`src/rtl/reg_file_mp.sv`:
```
// rtl/reg_file_mp.sv - multi-port register file with issue scoreboard and bulk-clear sweep
module reg_file_mp #(
  parameter int DATA_W   = 16,
  parameter int ADDR_W   = 4,
  parameter int ZERO_REG = 1,
  parameter int BYPASS   = 1
) (
  input  logic              clk,
  input  logic              reset,
  input  logic [ADDR_W-1:0] rd_addr1,
  input  logic [ADDR_W-1:0] rd_addr2,
  output logic [DATA_W-1:0] rd_data1,
  output logic [DATA_W-1:0] rd_data2,
  output logic              rd_busy1,
  output logic              rd_busy2,
  input  logic              wr_en0,
  input  logic [ADDR_W-1:0] wr_addr0,
  input  logic [DATA_W-1:0] wr_data0,
  input  logic              wr_en1,
  input  logic [ADDR_W-1:0] wr_addr1,
  input  logic [DATA_W-1:0] wr_data1,
  input  logic              issue_en,
  input  logic [ADDR_W-1:0] issue_addr,
  input  logic              clr_req,
  output logic              clr_busy
);

  localparam int DEPTH = 2 ** ADDR_W;

  typedef enum logic {
    S_IDLE,
    S_CLEAR
  } state_t;

  state_t            state;
  state_t            state_nxt;
  logic [ADDR_W-1:0] clr_cnt;
  logic              clearing;

  logic [DATA_W-1:0] mem [DEPTH];
  logic [DEPTH-1:0]  busy;

  logic              we0;
  logic              we1;
  logic              iss;

  logic [ADDR_W-1:0] ra [2];
  logic [DATA_W-1:0] rd [2];
  logic              rb [2];

  function automatic logic is_zero_reg(input logic [ADDR_W-1:0] a);
    return (ZERO_REG != 0) && (a == '0);
  endfunction

  // Writes and issues only land outside the sweep and never on a hardwired zero register.
  assign we0 = wr_en0   && !clearing && !is_zero_reg(wr_addr0);
  assign we1 = wr_en1   && !clearing && !is_zero_reg(wr_addr1);
  assign iss = issue_en && !clearing && !is_zero_reg(issue_addr);

  always_ff @(posedge clk) begin
    if (reset) begin
      state   <= S_IDLE;
      clr_cnt <= '0;
    end else begin
      state <= state_nxt;
      if (state == S_CLEAR) begin
        clr_cnt <= clr_cnt + 1'b1;
      end else if (clr_req) begin
        clr_cnt <= '0;
      end
    end
  end

  always_comb begin
    state_nxt = state;
    case (state)
      S_IDLE:  if (clr_req) state_nxt = S_CLEAR;
      S_CLEAR: if (clr_cnt == ADDR_W'(DEPTH - 1)) state_nxt = S_IDLE;
      default: state_nxt = S_IDLE;
    endcase
  end

  always_comb begin
    clearing = (state == S_CLEAR);
  end

  assign clr_busy = clearing;

  // Port 1 is applied last so it wins a same-address collision; issue is applied
  // after the writes so a new producer keeps the register busy.
  always_ff @(posedge clk) begin
    if (reset) begin
      for (int i = 0; i < DEPTH; i++) begin
        mem[i] <= '0;
      end
      busy <= '0;
    end else if (clearing) begin
      mem[clr_cnt]  <= '0;
      busy[clr_cnt] <= 1'b0;
    end else begin
      if (we0) begin
        mem[wr_addr0]  <= wr_data0;
        busy[wr_addr0] <= 1'b0;
      end
      if (we1) begin
        mem[wr_addr1]  <= wr_data1;
        busy[wr_addr1] <= 1'b0;
      end
      if (iss) begin
        busy[issue_addr] <= 1'b1;
      end
    end
  end

  assign ra[0] = rd_addr1;
  assign ra[1] = rd_addr2;

  always_comb begin
    for (int p = 0; p < 2; p++) begin
      rd[p] = mem[ra[p]];
      rb[p] = busy[ra[p]];
      if ((BYPASS != 0) && we0 && (wr_addr0 == ra[p])) rd[p] = wr_data0;
      if ((BYPASS != 0) && we1 && (wr_addr1 == ra[p])) rd[p] = wr_data1;
      if (clearing || is_zero_reg(ra[p])) begin
        rd[p] = '0;
        rb[p] = 1'b0;
      end
    end
  end

  assign rd_data1 = rd[0];
  assign rd_data2 = rd[1];
  assign rd_busy1 = rb[0];
  assign rd_busy2 = rb[1];

endmodule
```
`config.mk`:
```
export PLATFORM = sky130hd
export DESIGN_NAME = reg_file_mp
export DESIGN_NICKNAME = d
export VERILOG_FILES = /design/src/rtl/reg_file_mp.sv
export SDC_FILE = /design/constraint.sdc
export NUM_CORES = 1
export LEC_CHECK = 0
export CORE_MARGIN = 10
export CORE_UTILIZATION = 50
export DETAILED_ROUTE_END_ITERATION = 12
export PLACE_DENSITY = 0.64
export SLEW_MARGIN = 30
export SYNTH_ARGS = -nofsm -noshare
export SYNTH_HDL_FRONTEND = slang
export SYNTH_SLANG_ARGS = --single-unit
```
`constraint.sdc`:
```
create_clock -name clk -period 4.9 [get_ports clk]
set_input_delay 0.98 -clock clk [delete_from_list [all_inputs] [get_ports clk]]
set_output_delay 0.98 -clock clk [all_outputs]
set_load 0.05 [all_outputs]
```
After elaboration in Yosys (flattened, before gate mapping)
Memory sizes are Yosys's and may differ from the RTL's.
Cells that the tools add are included.
- output and inout bits: 35
- memory bits (writable): 256
- memories kept: 1
- bits in registers: 21
- memories (name ; words ; bits a word ; rd ports ; clocked after memory_dff ; write ports ; line ; RTL):
    mem ; 16 ; 16 ; 2 ; 0 ; 16 ; 40 ; logic [DATA_W-1:0] mem [DEPTH];
- $add $sub $neg: 1
- reductions and logical operators: 29
- bitwise operators: 8
- order comparisons: 10
- equal/unequal tests: 5
- muxes and demuxes: 55
- operators with widths (cell ; number):
    2-to-1 mux 16 bit ; 17
    AND 16 bit ; 3
    NOT 16 bit ; 3
    OR reduction 16 bit ; 3
    < comparator 4 x 5 -> 1 bit, second input constant ; 6
    2-to-1 mux 1 bit ; 26
    zero test 4 bit ; 5
    2-to-1 mux 4 bit ; 5
    demux 1 bit (select 4 bit) ; 4
    equality test 4 bit ; 4
    >= comparator 4 x 1 -> 1 bit, second input constant ; 4
    bitwise OR 16 bit ; 1
    logical AND 1 bit ; 14
    binary-select mux 1 bit (select 4 bit) ; 2
    adder 4 x 1 -> 4 bit, second input constant ; 1
    equality test 4 bit, second input constant ; 1
    zero test 1 bit ; 4
    logical OR 1 bit ; 2
    case mux 1 bit (2 select lines) ; 1
    nonzero test 2 bit ; 1
    NOT 1 bit ; 1

Longest topological paths before layout
Gate-level depths: netlist of run 1.
- depth in word-level cells: 16
- depth in mapped cells: 10

Worst setup path before layout of run 1
No wires, ideal clock.
- path type: input-to-output
- from: input rd_addr2[3]
- to: output rd_data2[10]
- required time: 3920 ps
- cell stages on the path: 7
- arrival time: 4762 ps
- path slack: -842 ps
- cell sequence: clkbuf_1 xnor2_1 nand2_1 nor4_4 nor3_1 clkbuf_1 a2111oi_0
- longest elaborated chain between the ends: 5
- elaborated cells between the ends (all ways): 10
- those cells by class: eq/ne: 2; mux: 3; reduce/logical: 4; memory: 1
- ends and longest elaborated chain (what ; line ; RTL):
    start, declared ; 11 ; input logic [ADDR_W-1:0] rd_addr2,
    branches (longest 4 deep; another with memory (16 x 16 bit)) ; - ;
    2-to-1 mux 16 bit (*) ; 124 ; if (clearing || is_zero_reg(ra[p])) begin
    end, declared ; 13 ; output logic [DATA_W-1:0] rd_data2,
Mark *: on every way between the ends.

Worst setup path after layout of run 1
- from: input rd_addr1[3]
- to: output rd_data1[3]
- longest elaborated chain between the ends: 5
- elaborated cells between the ends (all ways): 10
- those cells by class: eq/ne: 2; mux: 3; reduce/logical: 4; memory: 1
- ends and longest elaborated chain (what ; line ; RTL):
    start, declared ; 10 ; input logic [ADDR_W-1:0] rd_addr1,
    branches (longest 4 deep; another with memory (16 x 16 bit)) ; - ;
    2-to-1 mux 16 bit (*) ; 124 ;
    end, declared ; 12 ; output logic [DATA_W-1:0] rd_data1,
Marked as above.

==> results of run 1 <==
## cell usage in the layout, fill, tap and decap left out, drive strengths merged, types with 42 or more instances in the layout
master / instances
clkdlybuf4s50: 51
o31ai: 49
nand2: 243
buf: 142
mux2: 66
mux4: 104
o21ai: 43
o22ai: 224
edfxtp: 256
nor2: 111
nor3: 42
## report_power, final
group	internal, W	leakage [nW]	switching (W)
Combinational	0.000529	3.64	0.000768
Clock	0.00127	0.463	0.000996
Sequential	0.00270	2.82	0.0000729
## per-layer routing
metal / vias up / share of wire
met5: - / 0.00019
met4: 2 / 0.068
met3: 272 / 0.11
met2: 1212 / 0.48
met1: 7517 / 0.35
li1: 6563 / -
## cell usage after synthesis (4+ instances only)
| cell type | count |
|---|---|
| a2111oi_0 | 22 |
| a2111oi_1 | 10 |
| a211oi_1 | 8 |
| a21oi_1 | 16 |
| a221oi_1 | 13 |
| and3_1 | 4 |
| buf_1 | 19 |
| buf_2 | 44 |
| buf_6 | 5 |
| clkbuf_1 | 107 |
| dfxtp_1 | 21 |
| edfxtp_1 | 256 |
| ha_1 | 4 |
| inv_1 | 22 |
| mux2_2 | 66 |
| mux2i_1 | 35 |
| mux4_2 | 104 |
| nand2_1 | 243 |
| nand2b_1 | 11 |
| nand3_1 | 34 |
| nand4_1 | 4 |
| nor2_1 | 110 |
| nor2b_1 | 30 |
| nor3_1 | 31 |
| nor3_2 | 11 |
| nor4_1 | 17 |
| o211ai_1 | 9 |
| o21ai_0 | 42 |
| o22ai_1 | 215 |
| o22ai_2 | 9 |
| o31ai_1 | 49 |
| xnor2_1 | 10 |
| xor2_1 | 6 |
## tightest hold or removal path, cell delays in order (launching register included)
cell	delay [ns]
dfxtp_1	0.33
nand2_1	0.06
a221oi_1	0.07
## final cells by class
cell class,instances,area (um^2),area share
Clock inverter,17,151,0.00726
Multi-Input combinational cell,1174,9080,0.436
Timing Repair Buffer,193,2040,0.0980
Inverter,23,86.3,0.00414
Sequential cell,277,8110,0.389
Clock buffer,39,806,0.0386
Tap cell,461,577,0.0277
## worst max path at each step
stage / from / slack (ns) / end
6_report: rd_addr1[3] / 0.13 / rd_data1[3]
5_1_grt: wr_addr0[1] / 0.03 / rd_data1[3]
2_1_floorplan: rd_addr2[3] / -0.66 / rd_data2[0]
3_3_place_gp: rd_addr1[3] / 0.05 / rd_data1[4]
4_1_cts: rd_addr1[3] / 0.06 / rd_data1[3]
3_5_place_dp: wr_addr0[1] / 0.02 / rd_data1[4]
## through the flow
stage          area [um^2]  worst slack [ns]  TNS (ns)
4_1_cts              20800            0.0559         0
3_3_place_gp         19900            0.0457         0
5_1_grt              20900            0.0277         0
2_1_floorplan        18000            -0.661     -7.58
3_5_place_dp         19900            0.0178         0
6_report             20900             0.135         0
## timing repair
action                                  CTS  global route
endpoints found under the setup margin    1             3
gates resized for setup                   1             4
cloned                                    0             0
## cells by family (layout without fill, tap and decap cells)
| kind of cell | Yosys count | in the layout | synth area share |
|---|---|---|---|
| AOI/OAI and AO/OA | 415 | 415 | 0.160 |
| buffers and inverters | 200 | 272 | 0.0476 |
| muxes | 205 | 205 | 0.193 |
| DFF | 277 | 277 | 0.455 |
| other | 1 | 16 | 0.000211 |
| adders and majority gates | 4 | 4 | 0.00281 |
| xor gates and xnor gates | 16 | 16 | 0.00787 |
| and+or+nand+nor | 518 | 518 | 0.133 |
## flip-flops by register name, summed over array words and instances, names as in the netlist
name / count
mem: 256
busy: 16
clr_busy: 1
clr_cnt: 4
==> impl_metrics.tcl, run 1 <==
set metrics [dict create \
    starting_density_of_the_core 0.503 \
    core_area_um2 35400 \
    chipWidth_um 209 \
    clock_latency_on_the_worst_skew_pair_ns 0.60 \
    power_density_nw_per_um2 303 \
    numCtsBuffers 31 \
    worst-path-max-fanout 18 \
    maxCapViolations 0 \
    tightestPinTransition_ns 1.03 \
    drc 0 \
    antenna_found_initial 1 \
    syn_std_cell_area_um2 17800 \
    ys_types 64 \
    post_cts_hold_buffer_count 0 \
    slew_headroom 0.309 \
    avgRoutedWirePerCell_um 31.1 \
    yosys_most_used_dff "edfxtp_1" \
    global_route.usage.total 0.301 \
    port_buffers 92 \
    firstDrtPassIters 6 \
    outcome "finished clean" \
    cts-root-to-sink-buffers 3 \
    final_hold_violation_count 0 \
    timing.critical_path.from_type "input port" \
    final.hold.worst_slack_ns 0.515 \
    post_cts_buffers 0 \
    place.detailed.hpwl_um 47600 \
    grt_util_met1 0.365 \
    detailedRoute.firstIterationViolations 2163 \
    syn_avg_cell_area_um2 10.9 \
    final_util 0.589 \
    fin_cells 2184 \
    die_footprint_um2 43600 \
    syn-instance-count 1636 \
    globalRouteOverflowTotal 0 \
    detail_route.wirelength_um 67800 \
    ratio_of_final_minimum_period_to_clock_period 0.972 \
    layout_overhead_on_the_synthesized_area_pct 17.1 \
    globalRoute.busiestLayer "met2" \
    fin_crit_ns 4.77 \
    timing.hold.worst_endpoint "busy[6]" \
    worstSetupEndpointType "output port" \
    cts.sinks 277 \
    worst_clock_skew_ns 0.00855 \
    worstPathArrival_ns 3.79 \
    power.static_leakage_nw 6.93 \
    report.power.total_w 0.00633 \
    postSynthRegisterBits 277 \
    vias_in_the_first_global_route 15600 \
    rows 69 \
    min_from "busy[6]" \
    h-tree-depth 1 \
    rsz0062_at_grt "false" \
    routed_via_density 7.13 \
    clock_tree_from_tritoncts "built" \
    ant_nets 0 \
    worst-endpoint-required_ns 3.92 \
    reg2reg_from "clr_busy" \
    crit_path_cell_trace "clkdlybuf4s50_1 -> buf_4 -> xor2_1 -> nor4_1 -> a2bb2o_1 -> buf_4 -> nor3_1 -> a2111oi_1 -> buf_4 -> buf_12" \
    worst_r2r_path_depth 7 \
    async_set_reset_flop_share_out_of_synthesis 0 \
    cpMaxStageDelayCell "clkdlybuf4s50_1" \
    nFillCells 2989 \
    layout-drive-gt1-share 0.240 \
    grt_first_pass_wirelength_um 100000 \
    setup.reg_to_reg.worst_slack_ns 1.72 \
    io_pins 93 \
    max_freq_mhz 210 \
    reg2reg_to "mem[15][5]" \
    seq_area_frac_synth 0.455 \
    route.vias.total 15600 \
    worstHoldPathType "flip-flop to flip-flop" \
    chipHeight_um 209 \
    path_class "input port to output port" \
    cp_common_cell "buf_4" \
    share_of_the_synthesized_area_in_the_top_cell_type 0.432 \
    critical_path_depth 10 \
    synth_edf_count 256 \
    holdPathStages 2 \
    root_buffer "clkbuf_16" \
    placed_cells_incl_taps 2128 \
    grt.met3_usage 0.0567 \
    worst-path-buf-inv 5 \
    clk_pin_slew_worst_paths_ns 0.05 \
    slowest_delay_ns 0.58 \
    synthDominantAreaCellType "edfxtp_1" \
    grt_util_met2 0.491 \
    number_of_antenna_cells_inserted 0 \
    ir_worst_vdd_mv 0.298 \
    routabilityCongestion 0.986 \
    grt_start_max_net_pins 44 \
    critical-path-top-delay-family "buffers and inverters" \
    maxSlewViolCount 0 \
    setup_violations 0 \
    yosysWarnings 0 \
    synth.area.top_cells "edfxtp_1, mux4_2, o22ai_1, nand2_1, mux2_2" \
    final_net_count 1762 \
]
Power figures use the tool's default switching activity.
==> inputs of run 2 (changes only) <==
Settings changed: REMOVE_ABC_BUFFERS set to 1, SETUP_SLACK_MARGIN set to 0.02.
==> impl_metrics.tcl, run 2 (synthesis results as in run 1) <==
set metrics [dict create \
    routed_via_density 7.24 \
    worst-endpoint-required_ns 3.92 \
    worstPathArrival_ns 3.81 \
    drc 0 \
    tightestPinTransition_ns 0.990 \
    maxSlewViolCount 0 \
    worst-path-max-fanout 11 \
    grt_first_pass_wirelength_um 104000 \
    detail_route.wirelength_um 71700 \
    fin_crit_ns 4.79 \
    reg2reg_from "clr_busy" \
    finish.instance_area_um2 20900 \
    maxCapViolations 0 \
    number_of_antenna_cells_inserted 0 \
    core_area_um2 35400 \
    clk_pin_slew_worst_paths_ns 0.06 \
    layout.cells.most_common_list "edfxtp_1, nand2_1, o22ai_1, buf_4, nor2_1" \
    antenna_found_initial 1 \
    detailed_place.area_um2 19900 \
    holdPathStages 1 \
    final_common_cell "edfxtp_1" \
    layout-drive-gt1-share 0.248 \
    route.vias.total 16000 \
    global_route.usage.total 0.317 \
    h-tree-depth 1 \
    io_pins 93 \
    worst_r2r_path_depth 7 \
    grt_start_max_net_pins 74 \
    firstDrtPassIters 8 \
    chipWidth_um 209 \
    slew_headroom 0.340 \
    avgRoutedWirePerCell_um 32.4 \
    timing.critical_path.from_type "input port" \
    detailedRoute.firstIterationViolations 2448 \
    grt.met3_usage 0.105 \
    power.static_leakage_nw 7.04 \
    starting_density_of_the_core 0.503 \
    cts.sinks 277 \
    port_buffers 92 \
    placed_cells_incl_taps 2157 \
    final_net_count 1791 \
    ir_worst_vdd_mv 0.292 \
    routabilityCongestion 0.954 \
    worstSetupEndpointType "output port" \
    cts-root-to-sink-buffers 3 \
    worstHoldPathType "flip-flop to flip-flop" \
    clock_tree_from_tritoncts "built" \
    numCtsBuffers 31 \
    globalRouteOverflowTotal 0 \
    final_hold_violation_count 0 \
    multi_input_comb_area_um2 9010 \
    final.hold.worst_slack_ns 0.514 \
    post_cts_hold_buffer_count 0 \
    clock_latency_on_the_worst_skew_pair_ns 0.59 \
    layout_overhead_on_the_synthesized_area_pct 17.5 \
    rows 69 \
    die_footprint_um2 43600 \
    globalRoute.busiestLayer "met2" \
    min_from "busy[0]" \
    max_freq_mhz 209 \
    place.detailed.hpwl_um 47800 \
    worst_clock_skew_ns 0.0277 \
    ant_nets 0 \
    rsz0062_at_grt "false" \
    grt_util_met1 0.399 \
    final_util 0.591 \
    nFillCells 2937 \
    root_buffer "clkbuf_16" \
    biggestRegsByFlops "mem: 256 flops, busy: 16 flops, clr_cnt: 4 flops" \
    largest_register_ffs 256 \
    ratio_of_final_minimum_period_to_clock_period 0.977 \
    chipHeight_um 209 \
    grt_util_met2 0.479 \
    fin_cells 2213 \
    registers.top_by_ff_count "mem" \
    worstSetupStartpoint "wr_addr1[2]" \
    path_class "input port to output port" \
    layout.area.seq_um2 8110 \
    report.power.total_w 0.00645 \
    vias_in_the_first_global_route 15800 \
    outcome "finished clean" \
    power_density_nw_per_um2 308 \
    setup_violations 0 \
]
run 2: repair_timing:
action / CTS / global route
buffers inserted: 0 / 0
setup endpoints to repair: 2 / 9
gates resized for setup: 2 / 3
run 2: cell type report:
cell class / count / share of cell area
Timing Repair Buffer: 222 / 0.101
Multi-Input combinational cell: 1174 / 0.430
Sequential cell: 277 / 0.387
Clock inverter: 24 / 0.0123
Tap cell: 461 / 0.0276
Clock buffer: 32 / 0.0372
Inverter: 23 / 0.00412
run 2: where the power goes:
group / switching (W) / leakage (nW) / internal, W / total (W)
Clock: 0.00101 / 0.482 / 0.00141 / 0.00242
Sequential: 0.0000623 / 2.82 / 0.00269 / 0.00276
Combinational: 0.000780 / 3.73 / 0.000498 / 0.00128
Total: 0.00185 / 7.04 / 0.00460 / 0.00645
run 2: routing by layer:
metal  up-vias  share of wire
li1       6605              -
met2      1444           0.44
met3       267           0.16
met5         -        0.00024
met4         2          0.057
met1      7705           0.34
run 2: worst paths after layout:
check / endpoint / slack (ns)
worst max register to register: mem[12][7] / 1.68
worst min register to register: busy[0] / 0.51
worst min-delay path: busy[0] / 0.51
worst max-delay path: rd_data1[7] / 0.11
run 2: worst max-delay path: stages:
cell,delay [ns]
clkdlybuf4s50_1,0.63
or2_1,0.20
o311ai_2,0.11
or2_1,0.27
and3_1,0.51
a2111oi_1,0.71
buf_4,0.21
buf_4,0.19
run 2: through the flow:
| step | TNS, ns | worst slack, ns |
|---|---|---|
| floorplan | -28.22 | -1.19 |
| global placement | -0.339 | -0.170 |
| detailed placement | -0.236 | -0.123 |
| CTS | 0 | 0.0165 |
| global route | 0 | 0.0454 |
| finish | 0 | 0.113 |
==> inputs of run 3 (changes only) <==
Settings changed: PLACE_DENSITY 0.64 to not set, PLACE_DENSITY_LB_ADDON set to 0.3, SLEW_MARGIN 30 to 20.
==> impl_metrics.tcl, run 3 (synthesis results as in run 1) <==
set metrics [dict create \
    final_net_count 1792 \
    layout.cells.most_common_list "edfxtp_1, nand2_1, o22ai_1, buf_4, nor2_1" \
    fin_crit_ns 4.79 \
    timing.critical_path.from_type "input port" \
    registers.top_by_ff_count "mem" \
    grt_first_pass_wirelength_um 102000 \
    drc 0 \
    reg2reg_from "clr_busy" \
    power.static_leakage_nw 7.11 \
    clock_tree_from_tritoncts "built" \
    pwr-share-seq 0.424 \
    detail_route.wirelength_um 69200 \
    internal-power_w 0.00467 \
    clk_pin_slew_worst_paths_ns 0.06 \
    grt_start_max_net_pins 75 \
    final_util 0.595 \
    core_area_um2 35400 \
    final_hold_violation_count 0 \
    die_footprint_um2 43600 \
    slew_headroom 0.244 \
    worstPathArrival_ns 3.81 \
    routed_via_density 7.29 \
    port_buffers 92 \
    rsz0062_at_grt "false" \
    ant_nets 0 \
    max_freq_mhz 209 \
    layout-drive-gt1-share 0.244 \
    layout_overhead_on_the_synthesized_area_pct 18.2 \
    starting_density_of_the_core 0.503 \
    clock_latency_on_the_worst_skew_pair_ns 0.58 \
    biggestRegsByFlops "mem: 256 flops, busy: 16 flops, clr_cnt: 4 flops" \
    firstDrtPassIters 8 \
    worst-endpoint-required_ns 3.92 \
    route.vias.total 16200 \
    vias_in_the_first_global_route 16200 \
    post_cts_hold_buffer_count 0 \
    h-tree-depth 1 \
    cts-root-to-sink-buffers 3 \
    io_pins 93 \
    path_class "input port to output port" \
    power.switching_fraction 0.284 \
    worst_clock_skew_ns 0.0112 \
    setup_violations 0 \
    tightestPinTransition_ns 1.13 \
    place.detailed.hpwl_um 47100 \
    share_comb_of_total_power 0.202 \
    chipWidth_um 209 \
    placed_cells_incl_taps 2159 \
    totalNegativeSetupSlack_ns 0 \
    holdPathStages 2 \
    globalRoute.busiestLayer "met2" \
    maxCapViolations 0 \
    globalRouteOverflowTotal 0 \
    outcome "finished clean" \
    worstSetupEndpointType "output port" \
    worstHoldPathType "flip-flop to flip-flop" \
    nFillCells 2908 \
    root_buffer "clkbuf_16" \
    worst-path-max-fanout 16 \
    grt_util_met2 0.475 \
    ir_worst_vdd_mv 0.276 \
    reg2reg_to "mem[4][10]" \
    rows 69 \
    largest_register_ffs 256 \
    timing.hold.worst_endpoint "busy[8]" \
    setup.reg_to_reg.worst_slack_ns 1.81 \
    numCtsBuffers 30 \
    p_switching_w 0.00185 \
    worst_r2r_path_depth 7 \
    fin_cells 2215 \
    avgRoutedWirePerCell_um 31.2 \
    detailedRoute.firstIterationViolations 2321 \
    grt.met3_usage 0.0789 \
    ratio_of_final_minimum_period_to_clock_period 0.978 \
    power_density_nw_per_um2 310 \
    number_of_antenna_cells_inserted 0 \
    global_route.usage.total 0.305 \
    antenna_found_initial 0 \
    maxSlewViolCount 0 \
    final_common_cell "edfxtp_1" \
    routabilityCongestion 0.999 \
    min_from "busy[8]" \
    grt_util_met1 0.374 \
    chipHeight_um 209 \
    cts.sinks 277 \
    clockPowerShare 0.373 \
]
## run 3: cell count changes in the layout (fill, tap and decap cells not counted), moves of 3 or more
cell / before / now
buf_12: 27 / 38
buf_4: 139 / 132
clkinv_1: 8 / 11
clkinv_2: 4 / 8
clkinvlp_4: 8 / 0
o21ai_1: 0 / 5
o21ai_2: 6 / 1
## run 3: timing repair
item / 4_1_cts / 5_1_grt
endpoints found under the setup margin: 0 / 2
setup buffers: 0 / 0
gates resized for setup: 0 / 1
## run 3: power groups by stage
| stage | combinational (W) | clock (W) | sequential, W |
|---|---|---|---|
| 6_report | 0.00132 | 0.00243 | 0.00277 |
| 5_1_grt | 0.00137 | 0.00253 | 0.00277 |
| 4_1_cts | 0.00129 | 0.00242 | 0.00276 |
| 3_5_place_dp | 0.00129 | 0 | 0.00281 |
| 3_3_place_gp | 0.00128 | 0 | 0.00280 |
| 2_1_floorplan | 0.000630 | 0 | 0.00279 |
## run 3: area by class of cell
cell class	count	area (um^2)	area share
multi-input cells	1174	8970	0.426
clock inverters	26	283	0.0134
clock buffers	30	751	0.0357
well taps	461	577	0.0274
repair buffers	224	2280	0.108
inverters	23	86.3	0.00410
flip-flops and latches	277	8110	0.385
## run 3: metal layers
layer	part of all wire	vias up
met4	0.070	0
met1	0.34	7713
met3	0.14	320
met2	0.45	1501
met5	0	-
li1	-	6618
## run 3: how the worst max path moves through the flow
| stage | from | end | slack [ns] |
|---|---|---|---|
| global route | rd_addr1[3] | rd_data1[7] | 0.06 |
| global placement | rd_addr2[3] | rd_data2[11] | -0.24 |
| CTS | rd_addr2[3] | rd_data2[11] | 0.03 |
| finish | rd_addr1[3] | rd_data1[7] | 0.11 |
| detailed placement | rd_addr2[3] | rd_data2[11] | 0.04 |
| floorplan | clr_busy | rd_data2[0] | -1.19 |
## run 3: worst max-delay path, cell delays in order
cell and delay (ns):
clkdlybuf4s50_1 0.63, buf_4 0.27, xor2_1 0.14, nor4_1 0.34, a2bb2o_1 0.25, buf_12 0.20, nor3_1 0.10, a2111oi_1 0.54
buf_4 0.23, buf_12 0.13
## run 3: through the flow
stage | setup WS (ns) | hold slack, ns | area [um^2] | total power, W
after CTS | 0.0252 | 0.517 | 21000 | 0.00647
after floorplan | -1.19 | 0.456 | 17100 | 0.00342
after global routing | 0.0567 | 0.539 | 21000 | 0.00667
final | 0.109 | 0.518 | 21000 | 0.00652
after detailed placement | 0.0405 | 0.508 | 20000 | 0.00410
after global placement | -0.236 | 0.494 | 20000 | 0.00408
